## config.mk

```make
export PLATFORM = sky130hd
export DESIGN_NAME = pattern_scan_ctrl
export DESIGN_NICKNAME = d
export VERILOG_FILES = /design/src/rtl/pattern_scan_ctrl.sv
export SDC_FILE = /design/constraint.sdc
export NUM_CORES = 1
export LEC_CHECK = 0
export ABC_AREA = 0
export CORE_UTILIZATION = 45
export CTS_BUF_LIST = sky130_fd_sc_hd__clkbuf_8
export DETAILED_ROUTE_END_ITERATION = 10
export HOLD_SLACK_MARGIN = 0.15
export PLACE_DENSITY_LB_ADDON = 0.2
export SYNTH_ARGS = -nofsm -noshare
export SYNTH_HDL_FRONTEND = slang
export SYNTH_SLANG_ARGS = --single-unit
```

## constraint.sdc

```tcl
create_clock -name clk -period 2.5 [get_ports clk]
set_clock_uncertainty 0.05 [all_clocks]
set_input_delay 0.5 -clock clk [delete_from_list [all_inputs] [get_ports clk]]
set_output_delay 0.5 -clock clk [all_outputs]
set_load 0.005 [all_outputs]
```

## src/rtl/pattern_scan_ctrl.sv

```systemverilog
// Bit-serial 4-bit pattern detector: scans each accepted byte MSB first, one bit per cycle,
// and reports per-word match count and first match position, plus a saturating running total.
module pattern_scan_ctrl #(
    parameter int CNT_W = 16
) (
    input  logic             clk,
    input  logic             rst,
    input  logic             cfg_we,
    input  logic [3:0]       cfg_pattern,
    input  logic             cfg_overlap,
    input  logic             in_valid,
    output logic             in_ready,
    input  logic [7:0]       in_data,
    output logic             out_valid,
    input  logic             out_ready,
    output logic [3:0]       out_count,
    output logic [2:0]       out_first,
    output logic             match_pulse,
    output logic [CNT_W-1:0] total_matches,
    output logic             busy
);

    typedef enum logic [1:0] {
        IDLE   = 2'd0,
        SHIFT  = 2'd1,
        REPORT = 2'd2
    } state_t;

    state_t             state_q, state_d;
    logic [7:0]         sr_q, sr_d;
    logic [2:0]         bit_idx_q, bit_idx_d;
    logic [2:0]         hist_q, hist_d;
    logic [1:0]         hist_len_q, hist_len_d;
    logic [3:0]         pat_q, pat_d;
    logic               ovl_q, ovl_d;
    logic [3:0]         cnt_q, cnt_d;
    logic [2:0]         first_q, first_d;
    logic [CNT_W-1:0]   total_q, total_d;
    logic               match;
    logic               cur_bit;

    function automatic logic [CNT_W-1:0] sat_inc_total(input logic [CNT_W-1:0] v);
        return (&v) ? v : v + 1'b1;
    endfunction

    function automatic logic [1:0] sat_inc_len(input logic [1:0] v);
        return (v == 2'd3) ? v : v + 2'd1;
    endfunction

    assign cur_bit = sr_q[7];

    always_comb begin
        state_d    = state_q;
        sr_d       = sr_q;
        bit_idx_d  = bit_idx_q;
        hist_d     = hist_q;
        hist_len_d = hist_len_q;
        pat_d      = pat_q;
        ovl_d      = ovl_q;
        cnt_d      = cnt_q;
        first_d    = first_q;
        total_d    = total_q;
        match      = 1'b0;

        case (state_q)
            IDLE: begin
                // A config write in the accept cycle already governs the word being accepted.
                if (cfg_we) begin
                    pat_d      = cfg_pattern;
                    ovl_d      = cfg_overlap;
                    hist_len_d = 2'd0;
                end
                if (in_valid) begin
                    sr_d      = in_data;
                    bit_idx_d = 3'd0;
                    cnt_d     = 4'd0;
                    first_d   = 3'd0;
                    state_d   = SHIFT;
                end
            end
            SHIFT: begin
                match     = ({hist_q, cur_bit} == pat_q) && (hist_len_q == 2'd3);
                sr_d      = {sr_q[6:0], 1'b0};
                hist_d    = {hist_q[1:0], cur_bit};
                // Non-overlapping mode restarts history so no bit is shared between matches.
                hist_len_d = (match && !ovl_q) ? 2'd0 : sat_inc_len(hist_len_q);
                if (match) begin
                    cnt_d   = cnt_q + 4'd1;
                    if (cnt_q == 4'd0) begin
                        first_d = bit_idx_q;
                    end
                    total_d = sat_inc_total(total_q);
                end
                bit_idx_d = bit_idx_q + 3'd1;
                if (bit_idx_q == 3'd7) begin
                    state_d = REPORT;
                end
            end
            REPORT: begin
                if (out_ready) begin
                    state_d = IDLE;
                end
            end
            default: state_d = IDLE;
        endcase
    end

    always_ff @(posedge clk) begin
        if (rst) begin
            state_q    <= IDLE;
            sr_q       <= 8'd0;
            bit_idx_q  <= 3'd0;
            hist_q     <= 3'd0;
            hist_len_q <= 2'd0;
            pat_q      <= 4'b1001;
            ovl_q      <= 1'b1;
            cnt_q      <= 4'd0;
            first_q    <= 3'd0;
            total_q    <= '0;
        end else begin
            state_q    <= state_d;
            sr_q       <= sr_d;
            bit_idx_q  <= bit_idx_d;
            hist_q     <= hist_d;
            hist_len_q <= hist_len_d;
            pat_q      <= pat_d;
            ovl_q      <= ovl_d;
            cnt_q      <= cnt_d;
            first_q    <= first_d;
            total_q    <= total_d;
        end
    end

    // Handshake and status outputs are forced low while reset is held.
    assign in_ready      = (state_q == IDLE) && !rst;
    assign out_valid     = (state_q == REPORT) && !rst;
    assign busy          = (state_q != IDLE) && !rst;
    assign match_pulse   = match && !rst;
    assign out_count     = cnt_q;
    assign out_first     = first_q;
    assign total_matches = total_q;

endmodule

```

==> flow_summary.ini <==
[timing]
fin_setup_tns_ps = 0
period_minus_slack_ps = 2300
maxSlewViolCount = 0
hold_violations = 0
maxSlewHeadroom_pct = 62.4
fmax_mhz = 435
tightest_slew_ps = 563
rsz0062_at_grt = false
timing.final.ws_setup_ps = 203
finalSetupViolCount = 0
min_period_over_period_pct = 91.9

[setup_path]
crit_path_end_kind = output pin
start_kind = input pin
crit_path_frequent_cell = clkdlybuf4s50_1
crit_arrival_ps = 1750
critical_path_required_ps = 1950
critPathMaxStageDelay_ps = 520
critical_path_class = input pin to output pin
path_cells = clkdlybuf4s50_1 > nor3b_1 > clkdlybuf4s50_1
critPathSlowestCell = clkdlybuf4s50_1
crit_fanout = 6

[run]
maxCapViolCount = 0

[logic_synthesis]
yosysUniqueCellTypes = 44
avgSynthCellArea_um2 = 8.31
async_reset_ff_share_pct = 0
ys_seq_area_share_pct = 41.2
ys_warn_count = 0
synth_edf_count = 0
synth-main-ff-cell = dfxtp_1
ys_ff_latch = 46
synthesis.nets = 293
syn_inst = 269
netlist_area_um2 = 2230

[power_and_ir_drop]
vdd_drop_max_uv = 339
p_leak_nw = 1.02
power_density_nw_per_um2 = 505

[global_routing]
grt_antenna_before_repair = 0
first_global_vias = 1951
grt_pass1_wl_um = 8500
grtUsageTotal_pct = 20.6
grt_max_degree = 31
grt_overflow = 0

[place]
dpl_cell_area_um2 = 2770
place_inst = 375
pre_cts_ws_ps = 205
routabilityCongestion = 0.767
dpl.hpwl_um = 3430
io_buffer_count = 44

[final_layout]
layout_common_cells = dfxtp_1, clkdlybuf4s50_1, nand2_1
seqCellArea_um2 = 921
layout.cells.non_filler = 383
multi_input_area_um2 = 1210
diodes = 0
design_area_um2 = 2880
layout_commonest_cell = dfxtp_1
final_nets = 339
fillers = 454
drive_gt1_share_pct = 8.86
area_growth_pct = 28.9

[detailed_routing]
num_vias = 2075
first_pass_iters = 4
wl_per_cell_um = 12.5
drt-initial-drc-count = 80
postRouteAntennaNets = 0
drc = 0
drt-vias-per-instance = 5.42
drt-total-wl_um = 4780

[clocking]
cts_made_buffers = 5
htreeDepth = 2
clock-sinks = 46
postCtsSetupRepairBufs = 0
clk_latency_ps = 300
clkSlewWorstSetupHoldPaths_ps = 80
clockRootBuffer = clkbuf_8
cts_tree = built
clockBufferDepth = 2

[floorplan]
die_x_um = 72.5
die_h_um = 72.5
start_util_pct = 47.0
row_count = 25
core_um2 = 4750
ios = 45
design.die.area_um2 = 5250

[worst_hold_path]
hold_class = flop to flop

[run_status]
status = finished, final reports clean
[sequential cells by signal, indices dropped and copies added, names as in the netlist]
signal	flops
out_first	3
total_matches	16
sr_q	8
out_count	4
pat_q	4
hist_q	3
hist_len_q	2
ovl_q	1
bit_idx_q	3
state_q	2
[metrics by stage]
step | utilization [%] | hold WS [ps] | power (mW)
6_report | 60.6 | 418 | 1.46
5_1_grt | 60.6 | 443 | 1.53
4_1_cts | 60.6 | 422 | 1.48
3_5_place_dp | 58.3 | 410 | 0.938
3_3_place_gp | 58.3 | 404 | 0.936
2_1_floorplan | - | 393 | 0.878
[layer usage]
metal  share of wire, %  global-route usage [%]  up-vias
met5                  0                       0        -
met4                2.0                    8.50        0
met3                3.2                    3.75       10
met2                 48                    34.6       44
met1                 47                    26.0      954
li1                   -                       -     1067
[logic make-up (layout without fill, tap and decap cells)]
group / count (synthesis) / in the layout / synth area share (%)
xor gates and xnor gates: 6 / 6 / 2.35
DFF: 46 / 46 / 41.2
AOI/OAI and AO/OA: 60 / 60 / 18.0
adders and majority gates: 6 / 6 / 3.36
and+or+nand+nor: 124 / 124 / 29.1
buffers and inverters: 24 / 71 / 4.59
muxes: 3 / 3 / 1.46
[layout make-up]
| class | instances | share of cell area [%] |
|---|---|---|
| clock buffer | 5 | 2.39 |
| clock inverter | 3 | 1.30 |
| inverter | 7 | 0.912 |
| multi-input combinational | 199 | 42.1 |
| sequential | 46 | 32.0 |
| tap | 67 | 2.91 |
| timing repair buffer | 56 | 18.4 |
[worst max-delay path, delay by kind of cell]
| kind | cells | cell delay [ps] |
|---|---|---|
| AND/OR/NAND/NOR | 1 | 210 |
| buffers and inverters | 2 | 1030 |
[timing repair]
| action | in CTS | in global routing |
|---|---|---|
| endpoints found under the setup margin | 1 | 0 |
| gates resized for setup | 2 | 0 |
| hold buffers | 0 | 0 |
[worst paths after layout]
path / startpoint / to / slack (ps) / cells after the start
worst min-delay path: pat_q[1] / pat_q[1] / 420 / 2
worst max-delay path: rst / out_valid / 200 / 3
worst max register to register: hist_len_q[0] / total_matches[5] / 390 / 7
worst min register to register: pat_q[1] / pat_q[1] / 420 / 2
[synth_stat cells (all sizes together) (4+ instances only)]
cell | count | area (µm²)
a21oi | 25 | 125
a311oi | 7 | 61.3
and3 | 5 | 31.3
buf | 6 | 35.0
clkbuf | 11 | 41.3
dfxtp | 46 | 921
ha | 6 | 75.1
inv | 7 | 26.3
nand2 | 33 | 126
nand3 | 14 | 70.1
nand4 | 5 | 31.3
nor2 | 29 | 109
nor2b | 4 | 25.0
nor3 | 6 | 41.3
nor4 | 4 | 40.0
o21ai | 5 | 25.0
o31ai | 8 | 60.1
or3 | 7 | 43.8
or4 | 7 | 52.6
xor2 | 5 | 43.8
[power by group]
part | internal [mW] | leakage, nW | total [mW] | switching, mW
combinational | 0.0713 | 0.583 | 0.145 | 0.0741
sequential | 0.756 | 0.374 | 0.775 | 0.0184
clock | 0.291 | 0.0607 | 0.536 | 0.245
Power figures use the tool's default switching activity.
